<file path="config.mk">
export PLATFORM = sky130hd
export DESIGN_NAME = writeback_buffer_flat
export DESIGN_NICKNAME = d
export VERILOG_FILES = /design/src/rtl/wb_pkg.sv /design/src/rtl/writeback_buffer_if.sv /design/src/rtl/wb_match.sv /design/src/rtl/writeback_buffer.sv /design/src/flat_wrapper.sv
export SDC_FILE = /design/constraint.sdc
export NUM_CORES = 1
export LEC_CHECK = 0
export BUFFER_PORTS_ARGS = -buffer_cell sky130_fd_sc_hd__buf_2
export CORE_MARGIN = 3
export CORE_UTILIZATION = 50
export CTS_BUF_LIST = sky130_fd_sc_hd__clkbuf_8
export DETAILED_ROUTE_END_ITERATION = 12
export PLACE_DENSITY = 0.8
export SKIP_CTS_REPAIR_TIMING = 1
export SYNTH_ARGS = -nofsm -noshare
export SYNTH_HDL_FRONTEND = slang
export SYNTH_SLANG_ARGS = --single-unit
</file>
<file path="constraint.sdc">
create_clock -name clock -period 5.1 [get_ports clock]
set_input_delay 0.765 -clock clock [delete_from_list [all_inputs] [get_ports clock]]
set_output_delay 0.765 -clock clock [all_outputs]
set_load 0.02 [all_outputs]
</file>
<file path="src/rtl/wb_pkg.sv">
// Shared definitions for the write-back buffer: drain FSM encoding and the
// default word geometry used by the cache map and RAM models.
package wb_pkg;
    localparam int WB_ADDR_W = 5;
    localparam int WB_DATA_W = 8;

    typedef enum logic [1:0] {
        IDLE  = 2'd0,
        WRITE = 2'd1,
        WAIT  = 2'd2
    } wb_state_t;
endpackage

</file>
<file path="src/rtl/writeback_buffer_if.sv">
// Evict / RAM-write / probe bundle between the cache controller, the
// write-back buffer and main RAM.
interface writeback_buffer_if
    import wb_pkg::*;
#(
    parameter int ADDR_W = WB_ADDR_W,
    parameter int DATA_W = WB_DATA_W,
    parameter int CNT_W  = 2
);
    logic              evict_valid;
    logic              evict_ready;
    logic [ADDR_W-1:0] evict_addr;
    logic [DATA_W-1:0] evict_data;
    logic              mem_wren;
    logic [ADDR_W-1:0] mem_addr;
    logic [DATA_W-1:0] mem_wdata;
    logic              mem_ack;
    logic [ADDR_W-1:0] probe_addr;
    logic              probe_hit;
    logic [DATA_W-1:0] probe_data;
    logic              flush;
    logic [CNT_W-1:0]  count;
    logic              idle;

    // Buffer side
    modport slave (
        input  evict_valid, evict_addr, evict_data, mem_ack, probe_addr, flush,
        output evict_ready, mem_wren, mem_addr, mem_wdata, probe_hit, probe_data,
               count, idle
    );

    // Cache controller / RAM side
    modport master (
        output evict_valid, evict_addr, evict_data, mem_ack, probe_addr, flush,
        input  evict_ready, mem_wren, mem_addr, mem_wdata, probe_hit, probe_data,
               count, idle
    );
endinterface

</file>
<file path="src/rtl/wb_match.sv">
// Address comparator over all buffer entries. Produces the raw match vector
// and the index of the newest matching entry (the one closest to tail).
module wb_match #(
    parameter int DEPTH  = 2,
    parameter int ADDR_W = 5,
    parameter int PTR_W  = 1
) (
    input  logic [DEPTH-1:0]             valid,
    input  logic [DEPTH-1:0][ADDR_W-1:0] addr,
    input  logic [ADDR_W-1:0]            key,
    input  logic [PTR_W-1:0]             head,
    output logic [DEPTH-1:0]             match,
    output logic [PTR_W-1:0]             sel
);
    // Per-entry compare
    always_comb begin
        match = '0;
        for (int i = 0; i < DEPTH; i++)
            match[i] = valid[i] && (addr[i] == key);
    end

    // Walk from oldest (head) to newest; the last match seen wins
    always_comb begin
        logic [PTR_W-1:0] idx;
        idx = '0;
        sel = '0;
        for (int k = 0; k < DEPTH; k++) begin
            idx = head + PTR_W'(k);
            if (match[idx]) sel = idx;
        end
    end
endmodule

</file>
<file path="src/rtl/writeback_buffer.sv">
// Write-back buffer: small coalescing FIFO of evicted words drained to RAM
// one write at a time, with a combinational probe for the refill path.
module writeback_buffer
    import wb_pkg::*;
#(
    parameter int ADDR_W = WB_ADDR_W,
    parameter int DATA_W = WB_DATA_W,
    parameter int DEPTH  = 2
) (
    input  logic               clock,
    input  logic               reset,
    writeback_buffer_if.slave  bus
);
    localparam int PTR_W = $clog2(DEPTH);
    localparam int CNT_W = $clog2(DEPTH + 1);

    logic [DEPTH-1:0]             ent_vld;
    logic [DEPTH-1:0][ADDR_W-1:0] ent_addr;
    logic [DEPTH-1:0][DATA_W-1:0] ent_data;
    logic [PTR_W-1:0]             head, tail;
    logic [CNT_W-1:0]             count_q;
    wb_state_t                    state, state_nx;

    logic             launch, pop, xfer, coal, alloc, head_in_flight;
    logic [DEPTH-1:0] head_oh, coal_vld, c_match, p_match;
    logic [PTR_W-1:0] c_sel, p_sel;

    assign launch         = (state == IDLE) && (count_q != '0);
    assign pop            = (state == WAIT) && bus.mem_ack;
    assign head_in_flight = (state != IDLE);
    assign head_oh        = DEPTH'(1) << head;
    // The in-flight head is not a coalescing target: its write is already on the bus
    assign coal_vld       = ent_vld & ~(head_in_flight ? head_oh : '0);

    assign bus.evict_ready = (count_q < CNT_W'(DEPTH)) && !bus.flush;
    assign xfer            = bus.evict_valid && bus.evict_ready;
    assign coal            = xfer && (|c_match);
    assign alloc           = xfer && !(|c_match);

    wb_match #(.DEPTH(DEPTH), .ADDR_W(ADDR_W), .PTR_W(PTR_W)) u_coal_match (
        .valid(coal_vld), .addr(ent_addr), .key(bus.evict_addr), .head(head),
        .match(c_match), .sel(c_sel)
    );

    wb_match #(.DEPTH(DEPTH), .ADDR_W(ADDR_W), .PTR_W(PTR_W)) u_probe_match (
        .valid(ent_vld), .addr(ent_addr), .key(bus.probe_addr), .head(head),
        .match(p_match), .sel(p_sel)
    );

    assign bus.probe_hit  = |p_match;
    assign bus.probe_data = (|p_match) ? ent_data[p_sel] : '0;
    assign bus.count      = count_q;
    assign bus.idle       = (count_q == '0) && (state == IDLE);

    // Drain FSM state register
    always_ff @(posedge clock or negedge reset) begin
        if (!reset) state <= IDLE;
        else        state <= state_nx;
    end

    // Drain FSM next state; ack during WRITE is ignored by construction
    always_comb begin
        state_nx = state;
        case (state)
            IDLE:    if (count_q != '0) state_nx = WRITE;
            WRITE:   state_nx = WAIT;
            WAIT:    if (bus.mem_ack) state_nx = IDLE;
            default: state_nx = IDLE;
        endcase
    end

    // Entry storage, pointers and occupancy
    always_ff @(posedge clock or negedge reset) begin
        if (!reset) begin
            ent_vld  <= '0;
            ent_addr <= '0;
            ent_data <= '0;
            head     <= '0;
            tail     <= '0;
            count_q  <= '0;
        end else begin
            if (pop) begin
                ent_vld[head] <= 1'b0;
                head          <= head + 1'b1;
            end
            if (coal) ent_data[c_sel] <= bus.evict_data;
            if (alloc) begin
                ent_vld[tail]  <= 1'b1;
                ent_addr[tail] <= bus.evict_addr;
                ent_data[tail] <= bus.evict_data;
                tail           <= tail + 1'b1;
            end
            count_q <= count_q + CNT_W'(alloc) - CNT_W'(pop);
        end
    end

    // RAM write port; a coalesce into the head on its launch edge is
    // forwarded so the issued write carries the newest data
    always_ff @(posedge clock or negedge reset) begin
        if (!reset) begin
            bus.mem_wren  <= 1'b0;
            bus.mem_addr  <= '0;
            bus.mem_wdata <= '0;
        end else begin
            bus.mem_wren <= launch;
            if (launch) begin
                bus.mem_addr  <= ent_addr[head];
                bus.mem_wdata <= (coal && (c_sel == head)) ? bus.evict_data
                                                          : ent_data[head];
            end
        end
    end
endmodule

</file>
<file path="src/flat_wrapper.sv">
// flat-port wrapper written by rule: the top's interface ports become plain ports
module writeback_buffer_flat import wb_pkg::*;
#(
    parameter int ADDR_W = WB_ADDR_W,
    parameter int DATA_W = WB_DATA_W,
    parameter int DEPTH  = 2
)
  (clock, reset, bus_evict_valid, bus_evict_addr, bus_evict_data, bus_mem_ack, bus_probe_addr, bus_flush, bus_evict_ready, bus_mem_wren, bus_mem_addr, bus_mem_wdata, bus_probe_hit, bus_probe_data, bus_count, bus_idle);
  writeback_buffer_if #(.ADDR_W(ADDR_W), .DATA_W(DATA_W), .CNT_W(2)) bus_i ();
  input  logic clock;
  input  logic reset;
  input wire logic [$bits(bus_i.evict_valid)-1:0] bus_evict_valid;
  input wire logic [$bits(bus_i.evict_addr)-1:0] bus_evict_addr;
  input wire logic [$bits(bus_i.evict_data)-1:0] bus_evict_data;
  input wire logic [$bits(bus_i.mem_ack)-1:0] bus_mem_ack;
  input wire logic [$bits(bus_i.probe_addr)-1:0] bus_probe_addr;
  input wire logic [$bits(bus_i.flush)-1:0] bus_flush;
  output wire logic [$bits(bus_i.evict_ready)-1:0] bus_evict_ready;
  output wire logic [$bits(bus_i.mem_wren)-1:0] bus_mem_wren;
  output wire logic [$bits(bus_i.mem_addr)-1:0] bus_mem_addr;
  output wire logic [$bits(bus_i.mem_wdata)-1:0] bus_mem_wdata;
  output wire logic [$bits(bus_i.probe_hit)-1:0] bus_probe_hit;
  output wire logic [$bits(bus_i.probe_data)-1:0] bus_probe_data;
  output wire logic [$bits(bus_i.count)-1:0] bus_count;
  output wire logic [$bits(bus_i.idle)-1:0] bus_idle;
  assign bus_i.evict_valid = bus_evict_valid;
  assign bus_i.evict_addr = bus_evict_addr;
  assign bus_i.evict_data = bus_evict_data;
  assign bus_i.mem_ack = bus_mem_ack;
  assign bus_i.probe_addr = bus_probe_addr;
  assign bus_i.flush = bus_flush;
  assign bus_evict_ready = bus_i.evict_ready;
  assign bus_mem_wren = bus_i.mem_wren;
  assign bus_mem_addr = bus_i.mem_addr;
  assign bus_mem_wdata = bus_i.mem_wdata;
  assign bus_probe_hit = bus_i.probe_hit;
  assign bus_probe_data = bus_i.probe_data;
  assign bus_count = bus_i.count;
  assign bus_idle = bus_i.idle;
  writeback_buffer #(.ADDR_W(ADDR_W), .DATA_W(DATA_W), .DEPTH(DEPTH)) u_core (.clock(clock), .reset(reset), .bus(bus_i));
endmodule
</file>
* Yosys cells after proc, flatten, opt, wreduce, memory -nomap -nowiden
Cells that the tools add are included.
** Storage, ports and cells
- Output and inout port bits :: 27
- Register bits :: 48
** Cells by class
- Add/subtract/negate cells :: 4
- Equal/unequal tests :: 9
- $lt $le $gt $ge :: 9
- Bitwise operators :: 5
- Reduce and logical (&&, ||, !) cells :: 24
- Mux-type cells :: 41
- Shift operators :: 1
** Operators with widths (number)
- $mux 8 :: 8
- $bwmux 16 :: 2
- $mux 16 :: 2
- $eq 5x5->1 :: 4
- $demux 8 s1 :: 2
- $logic_and 1x1->1 :: 15
- $mux 5 :: 3
- $mux 1 :: 14
- $bwmux 10 :: 1
- $lt 1x2->1 const B :: 5
- $mux 2 :: 5
- $pmux 2 s3 :: 1
- $demux 5 s1 :: 1
- $and 2x2->2 :: 2
- $logic_not 2->1 :: 2
- $ne 2x2->1 const B :: 2
- $not 2->2 :: 2
- $reduce_bool 2->1 :: 2
- $reduce_or 2->1 :: 2
- $ge 1x1->1 const B :: 3
- $add 1x1->1 const B :: 2
- $add 2x1->2 :: 1
- $demux 1 s1 :: 2
- $eq 2x1->1 const B :: 1
- 8 further kinds :: 9

* Depth between registers and ports, before layout
Gate-level depths: netlist of run 1.
- Word-level depth :: 17
- Depth in mapped cells :: 8

* Modules after synthesis
From an unflattened synthesis of run 1, not the netlist that was laid out.
** Second synthesis, totals
- Cells, all modules :: 230
- Area total of the unflattened synthesis :: 2623.8 um2
** Modules (own cells, without submodules)
- writeback_buffer :: cells each 200, sequential area each 1201.2 um2, area each 2376.0 um2, times used 1
- wb_match :: cells each 15, sequential area each 0.0 um2, area each 123.9 um2, times used 2

* Worst setup path before layout of run 1
OpenSTA, ideal clock, no wires.
- Path kind :: in2out
- From :: input bus_probe_addr[1]
- To :: output bus_probe_data[0]
- Arrival time :: 2107 ps
- Cell stages on the path :: 7
- Setup slack :: 2228 ps
- Buffers on the path :: 1
- Required time :: 4335 ps
- Path through :: xor2_1 nor4_1 and3_1 a21bo_2 buf_2 mux2i_1 nor2_1
** On the way
- Cells in the longest elaborated chain, start to end :: 9
- Elaborated cells between the ends (all ways) :: 14
- Those cells by class :: eq/ne: 2; mux: 9; reduce/logical: 3
** Ends and longest elaborated chain
- start, declared :: line flat_wrapper.sv:16 : input wire logic [$bits(bus_i.probe_addr)-1:0] bus_probe_addr;
- $eq 5x5->1 :: line wb_match.sv:19 : match[i] = valid[i] && (addr[i] == key);
- $logic_and 1x1->1 :: line wb_match.sv:19
- $mux 1 (implied by the code) (2 in series) :: line wb_match.sv:29 : if (match[idx]) sel = idx;
- $mux 1 (2 in series) :: line wb_match.sv:29
- $mux 8 (implied by the code) (2 in series) :: line writeback_buffer.sv:51 : assign bus.probe_data = (|p_match) ? ent_data[p_sel] : '0;
- $mux 8 (*) :: line writeback_buffer.sv:51
- end, declared :: line flat_wrapper.sv:23 : output wire logic [$bits(bus_i.probe_data)-1:0] bus_probe_data;
Every way passes the cells marked *; elsewhere a longest branch is shown, timed or not. The select of a mux whose other input is x is not followed.

* Worst setup path after layout of run 1
- From :: input bus_probe_addr[4]
- To :: output bus_probe_data[6]
Same word-level chain as after synthesis.

==> impl_metrics.tcl, run 1 <==
set metrics [dict create \
    worstMarginPinSlew_ns 1.06 \
    dieArea_um2 5930 \
    synth_nets 241 \
    cts_root_buf "clkbuf_8" \
    dp.cells 327 \
    place_ws_ns 2.04 \
    crit_path_max_fanout 8 \
    syn2layout_area_growth_pct 17.5 \
    initial_core_util_pct 52.7 \
    coreArea_um2 4790 \
    hp-class "reg2reg" \
    crit_path_max_incr_delay_ns 0.33 \
    grt_pass1_vias 1818 \
    end_kind "primary output" \
    io_pins 50 \
    drv_slew 0 \
    cp_top_family "simple AND/OR/NAND/NOR gates" \
    cts_buffer_depth 2 \
    cp_cell_sequence "buf_2 > xor2_1 > nor4_1 > and3_1 > a21bo_2 > mux2i_1 > nor2_1 > buf_2" \
    worst_ep_arrival_time_ns 2.32 \
    p_leak_nw 1.49 \
    netlist_instances 216 \
    antenna_found_initial 0 \
    final.min_clock_period_ns 3.08 \
    die_w_um 77.0 \
    route.antenna.remaining_nets 0 \
    fp-row-count 25 \
    cp.required_ns 4.34 \
    ys_warn_count 0 \
    grt_setup_unrepaired "false" \
    setup_viol 0 \
    diodes 0 \
    avgViaCountPerCell 5.20 \
    grt_usage_pct 18.2 \
    multiInputGateArea_um2 1280 \
    syn_area_per_cell_um2 11.7 \
    drive_gt1_share_pct 37.8 \
    ys_ff_latch 48 \
    die_y_um 77.0 \
    routed_wl_um 5030 \
    grt_overflow_total 0 \
    clock_sinks 48 \
    nFillCells 403 \
    crit_buf_inv 2 \
    syn_area_um2 2520 \
    hold_ws_ns 0.487 \
    critPathLaunchType "input pin" \
    crit_top_cell "buf_2" \
    io_buffers 49 \
    slowest_stage "a21bo_2" \
    clock_latency_ns 0.30 \
    min_period_over_period_pct 60.4 \
    finalClockSkew_ns 0.00696 \
    cts.reportedPaths.clkPinSlew_ns 0.08 \
    final_cells 334 \
    totalPowerFinal_w 0.00189 \
    final_nets 292 \
    seqCellArea_um2 1200 \
    vias 1737 \
    cts_made_buffers 5 \
    fin_setup_tns_ns 0 \
    drc 0 \
    p_per_area_nw_per_um2 638 \
    hpwl_um 3590 \
    drt-pass1-iter-count 4 \
    status "complete, no violations" \
    grt_max_degree 49 \
    routedWlPerCell_um 15.1 \
    htreeDepth 2 \
    hold_viol_final 0 \
    drt-initial-drc-count 80 \
    grt_pass1_wl_um 8480 \
    vdd_drop_max_mv 0.360 \
    cts_tree "built" \
    finalWorstSetupSlack_ns 2.02 \
    slew_headroom_pct 29.1 \
    fmax_mhz 325 \
    globalplace.congestion 0.829 \
    synth_cell_types 36 \
    drv_cap 0 \
    ys_seq_area_share_pct 47.6 \
    path_class "in2out" \
]
-- cells in the final DEF, fill, tap and decap left out, drive strengths merged --
cell type  netlist  layout
nand3            1       1
nor4             3       3
and2             4       4
nand2           23      23
o2bb2ai          1       1
a2111oi          1       1
o21ai           14      14
a21bo            1       1
bufinv           0       2
ha               2       2
nor2            15      15
nor3             2       2
a21oi            1       1
mux2            34      34
clkbuf           2       5
or2              1       1
and3             2       2
inv              5       5
o22ai            1       1
nand2b           1       1
buf              3      49
o31a             1       1
o2111a           1       1
o211ai           1       1
xnor2           10      10
nand4            1       1
mux2i           22      22
o31ai            1       1
xor2            14      14
dfrtp           48      48
-- worst paths after layout --
kind,from,endpoint,slack (ns),cells past startpoint
worst max-delay path,bus_probe_addr[4],bus_probe_data[6],2.02,8
worst min-delay path,u_core.bus.mem_wdata[3]$_DFFE_PN0P_,u_core.bus.mem_wdata[3]$_DFFE_PN0P_,0.49,2
worst max register to register,u_core.head$_DFFE_PN0P_,u_core.ent_addr[5]$_DFFE_PN0P_,2.87,4
worst min register to register,u_core.bus.mem_wdata[3]$_DFFE_PN0P_,u_core.bus.mem_wdata[3]$_DFFE_PN0P_,0.49,2
max in group asynchronous,reset,u_core.ent_addr[7]$_DFFE_PN0P_,3.79,1
min in group asynchronous,reset,u_core.bus.mem_wdata[5]$_DFFE_PN0P_,0.65,1
-- cell usage after synthesis, drive strengths merged --
| library cell | number | area, µm² |
|---|---|---|
| and3 | 2 | 12.5 |
| nor3 | 2 | 10.0 |
| and2 | 4 | 26.3 |
| a2111oi | 1 | 15.0 |
| nand4 | 1 | 6.26 |
| mux2i | 22 | 220 |
| or2 | 1 | 6.26 |
| o2bb2ai | 1 | 27.5 |
| nor2 | 15 | 58.8 |
| mux2 | 34 | 383 |
| a21oi | 1 | 5.00 |
| xnor2 | 10 | 87.6 |
| ha | 2 | 25.0 |
| nor4 | 3 | 33.8 |
| o211ai | 1 | 21.3 |
| nand2 | 23 | 93.8 |
| clkbuf | 2 | 7.51 |
| o2111a | 1 | 11.3 |
| xor2 | 14 | 123 |
| o22ai | 1 | 6.26 |
| buf | 3 | 13.8 |
| o31ai | 1 | 7.51 |
| o31a | 1 | 10.0 |
| o21ai | 14 | 70.1 |
| nand2b | 1 | 6.26 |
| a21bo | 1 | 10.0 |
| nand3 | 1 | 5.00 |
| dfrtp | 48 | 1200 |
| inv | 5 | 18.8 |
-- flip-flops by register name, summed over array words and instances, names as in the netlist --
| name | count |
|---|---|
| u_core.bus.mem_wren | 1 |
| u_core.ent_data | 16 |
| u_core.ent_addr | 10 |
| u_core.head | 1 |
| u_core.ent_vld | 2 |
| u_core.tail | 1 |
| u_core.bus.count | 2 |
| u_core.state | 2 |
| u_core.bus.mem_addr | 5 |
| u_core.bus.mem_wdata | 8 |
-- worst min-delay path: stages, from the launching register on --
cell,delay (ns)
dfrtp_1,0.35
nand2_1,0.05
o21ai_1,0.06
-- final cells by class --
class	instances	area share (%)
clock buffer	5	2.32
clock inverter	2	2.03
inverter	5	0.633
multi-input combinational	158	43.4
sequential	48	40.5
tap	67	2.83
timing repair buffer	49	8.28
-- routing by layer --
layer	up-vias	track usage, %	wire, µm
met1	847	22.7	2360
met2	31	31.6	2460
met4	0	4.80	54
li1	854	-	-
met3	5	4.58	158
met5	-	0	0
-- per-stage QoR --
| stage | cell area (µm²) | utilization [%] |
|---|---|---|
| 6_report | 2960 | 61.9 |
| 5_1_grt | 2960 | 61.9 |
| 4_1_cts | 2960 | 61.9 |
| 3_5_place_dp | 2830 | 59.2 |
| 3_3_place_gp | 2830 | 59.2 |
| 2_1_floorplan | 2520 | - |
-- power by group --
group | total (W) | internal, W | switching (W)
clock network | 0.000317 | 0.000193 | 0.000124
logic | 0.000805 | 0.000387 | 0.000418
registers | 0.000768 | 0.000572 | 0.000196
-- logic make-up (layout without fill, tap and decap cells) --
family,after synthesis,count (layout),share of synthesized area [%]
muxes,56,56,23.9
and+or+nand+nor,53,53,10.3
DFF,48,48,47.6
xor gates and xnor gates,24,24,8.33
AOI/OAI and AO/OA,23,23,7.29
buffers and inverters,10,61,1.59
adders and majority gates,2,2,0.992
Note: power is estimated with default switching activity, not from simulation.
==> run 2: changes to the inputs <==
--- a/config.mk
+++ b/config.mk
@@ -5,12 +5,13 @@
 export SDC_FILE = /design/constraint.sdc
 export NUM_CORES = 1
 export LEC_CHECK = 0
+export ABC_AREA = 1
 export BUFFER_PORTS_ARGS = -buffer_cell sky130_fd_sc_hd__buf_2
 export CORE_MARGIN = 3
 export CORE_UTILIZATION = 50
 export CTS_BUF_LIST = sky130_fd_sc_hd__clkbuf_8
 export DETAILED_ROUTE_END_ITERATION = 12
-export PLACE_DENSITY = 0.8
+export PLACE_DENSITY = 0.83
 export SKIP_CTS_REPAIR_TIMING = 1
 export SYNTH_ARGS = -nofsm -noshare
 export SYNTH_HDL_FRONTEND = slang
==> constraint.sdc (replaced) <==
create_clock -name clock -period 2.8 [get_ports clock]
set_input_delay 0.42 -clock clock [delete_from_list [all_inputs] [get_ports clock]]
set_output_delay 0.42 -clock clock [all_outputs]
set_load 0.02 [all_outputs]
==> run 2 against run 1 <==
  * Critical path depth is 1 higher
  * Die area is 7.4% higher
  * Routed wire length is 29% higher
  * Critical path type is now reg2out
==> impl_metrics.tcl, run 2 <==
set metrics [dict create \
    status "complete, no violations" \
    synth_cell_types 34 \
    routed_wl_um 6480 \
    cts_made_buffers 5 \
    dpl_cell_area_um2 3010 \
    grt_pass1_vias 2357 \
    grt_usage_pct 22.2 \
    hold_viol_final 0 \
    syn_area_um2 2720 \
    p_leak_nw 1.63 \
    final.min_clock_period_ns 2.54 \
    ys_ff_latch 48 \
    synthArstFlopShare_pct 100 \
    syn2layout_area_growth_pct 14.7 \
    final_area_um2 3120 \
    p_clk_share_pct 15.2 \
    min_period_over_period_pct 90.7 \
    fmax_mhz 394 \
    cp.required_ns 2.38 \
    avgViaCountPerCell 5.23 \
    switching_share_pct 45.5 \
    io_buffers 49 \
    fin_setup_tns_ns 0 \
    slew_headroom_pct 28.6 \
    clock_latency_ns 0.31 \
    netSwitchingPower_w 0.00157 \
    worst_ep_arrival_time_ns 2.12 \
    coreArea_um2 5170 \
    cp_cell_sequence "xor2_1 > nor2_1 > nand4_1 > nor2_1 > nand2_1 > and2_2 > nor2_1 > nor2_1 > buf_2" \
    grt_overflow_total 0 \
    grt_setup_unrepaired "false" \
    antenna_found_initial 0 \
    totalPowerFinal_w 0.00345 \
    hp-class "in2async" \
    finalClockSkew_ns 0.00972 \
    synth_nets 388 \
    worstMarginPinSlew_ns 1.07 \
    route.antenna.remaining_nets 0 \
    largest_register_ffs 16 \
    p_per_area_nw_per_um2 1100 \
    die_y_um 79.8 \
    cts_tree "built" \
    power_frac_comb_pct 46.1 \
    yosysTopAreaCellShare_pct 44.1 \
    seqCellArea_um2 1200 \
    cts_root_buf "clkbuf_8" \
    synth_most_common_cell "nand2_1" \
    p_int_w 0.00188 \
    diodes 0 \
    synth_area_leaders "dfrtp_1 (44%), nand2_1 (17%), nand3_1 (6.6%)" \
    slowest_stage "dfrtp_1" \
    globalplace.congestion 0.878 \
    htreeDepth 2 \
    setup_viol 0 \
    crit_path_max_fanout 9 \
    die_w_um 79.8 \
    clock_sinks 48 \
    end_kind "primary output" \
    top_register "u_core.ent_data" \
    syn_area_per_cell_um2 7.50 \
    drv_cap 0 \
    routedWlPerCell_um 13.4 \
    final_cell_mix "nand2_1 (122), buf_2 (49), dfrtp_1 (48), inv_1 (37), nand3_1 (36)" \
    grt_max_degree 49 \
    seqPwrFrac_pct 38.7 \
    drc 0 \
    crit_top_cell "nor2_1" \
    final_nets 437 \
    path_class "reg2out" \
    critPathLaunchType "flip-flop" \
    crit_path_max_incr_delay_ns 0.43 \
    nFillCells 455 \
    drt-initial-drc-count 142 \
    multiInputGateArea_um2 1290 \
    final_common_cell "nand2_1" \
    ys_seq_area_share_pct 44.1 \
    synth_edf_count 0 \
    grt_pass1_wl_um 11000 \
    cts.reportedPaths.clkPinSlew_ns 0.10 \
    netlist_instances 363 \
    ys_warn_count 0 \
    drt-pass1-iter-count 5 \
    drv_slew 0 \
    initial_core_util_pct 52.7 \
    fp-row-count 26 \
    vias 2528 \
    drive_gt1_share_pct 20.8 \
    vdd_drop_max_mv 0.432 \
    synth_commonest_cells "nand2_1 (122), dfrtp_1 (48), inv_1 (37), nand3_1 (36), nor2_1 (28)" \
    synth_area_leader_cell "dfrtp_1" \
    reg.largest.list "u_core.ent_data x16, u_core.ent_addr x10, u_core.bus.mem_wdata x8" \
    dieArea_um2 6370 \
    cts_buffer_depth 2 \
    synth_ff_type "dfrtp_1" \
    io_pins 50 \
    hpwl_um 4670 \
]
## run 2: changes by cell type after synthesis, sizes merged, moves of 4 or more
cell   previous run  this run
xor2             14         5
nand3             1        37
o21ai            14        30
a31oi             0         5
inv               5        41
mux2             34         0
xnor2            10         6
nor2             15        36
nand2            23       127
nand4             1         6
mux2i            22         0
## run 2: logic make-up after synthesis
kind of cell / share of synthesized area [%]
flops: 44.1
compound gates: 8.18
simple gates: 34.9
fa+ha+maj: 0.919
buf+inv: 8.41
xor+xnor: 3.54
## run 2: routing by layer
layer	global-route usage [%]	up-vias	share of wire [%]	wire, µm
met5	0	-	0	0
met4	9.97	0	2.7	176
met3	4.63	23	8.8	571
met2	33.1	131	45	2900
met1	31.1	1130	44	2820
li1	-	1244	-	-
## run 2: worst paths after layout
check,slack [ns],cells past startpoint,from,to
worst max-delay path,0.26,9,u_core.ent_addr[3]$_DFFE_PN0P_,bus_probe_data[5]
worst min-delay path,0.29,1,reset,u_core.bus.mem_wdata[2]$_DFFE_PN0P_
worst max register to register,0.77,10,u_core.head$_DFFE_PN0P_,u_core.ent_data[8]$_DFF_PN0_
worst min register to register,0.49,2,u_core.bus.mem_wdata[0]$_DFFE_PN0P_,u_core.bus.mem_wdata[0]$_DFFE_PN0P_
max in group asynchronous,1.84,1,reset,u_core.bus.mem_addr[4]$_DFFE_PN0P_
min in group clock,0.34,3,bus_evict_data[7],u_core.ent_data[7]$_DFF_PN0_
## run 2: area by class of cell
| cell class | count | share of cell area [%] |
|---|---|---|
| inverters | 43 | 5.25 |
| repair buffers | 51 | 8.33 |
| clock buffers | 5 | 2.20 |
| clock inverters | 3 | 1.48 |
| well taps | 70 | 2.80 |
| multi-input cells | 263 | 41.5 |
| flip-flops and latches | 48 | 38.5 |
## run 2: stage by stage
stage / hold slack [ns] / std cells / setup WS (ns) / utilization [%]
6_report: 0.295 / 483 / 0.260 / 60.4
5_1_grt: 0.349 / 483 / 0.0115 / 60.4
4_1_cts: 0.326 / 483 / 0.249 / 60.4
3_5_place_dp: 0.465 / 475 / 0.486 / 58.1
3_3_place_gp: 0.463 / 475 / 0.555 / 58.1
2_1_floorplan: 0.124 / 363 / 0.677 / -
## run 2: critical path: cells and delay by family, from the launching register on
kind	cells	cell delay [ns]
and+or+nand+nor	7	1.04
xor gates and xnor gates	1	0.18
buffers and inverters	1	0.15
DFF	1	0.43
## run 2: power groups by stage
stage,clock [W],sequential [W],combinational [W]
2_1_floorplan,0,0.00140,0.00108
3_3_place_gp,0,0.00133,0.00152
3_5_place_dp,0,0.00134,0.00158
4_1_cts,0.000529,0.00133,0.00159
5_1_grt,0.000564,0.00138,0.00182
6_report,0.000525,0.00133,0.00159
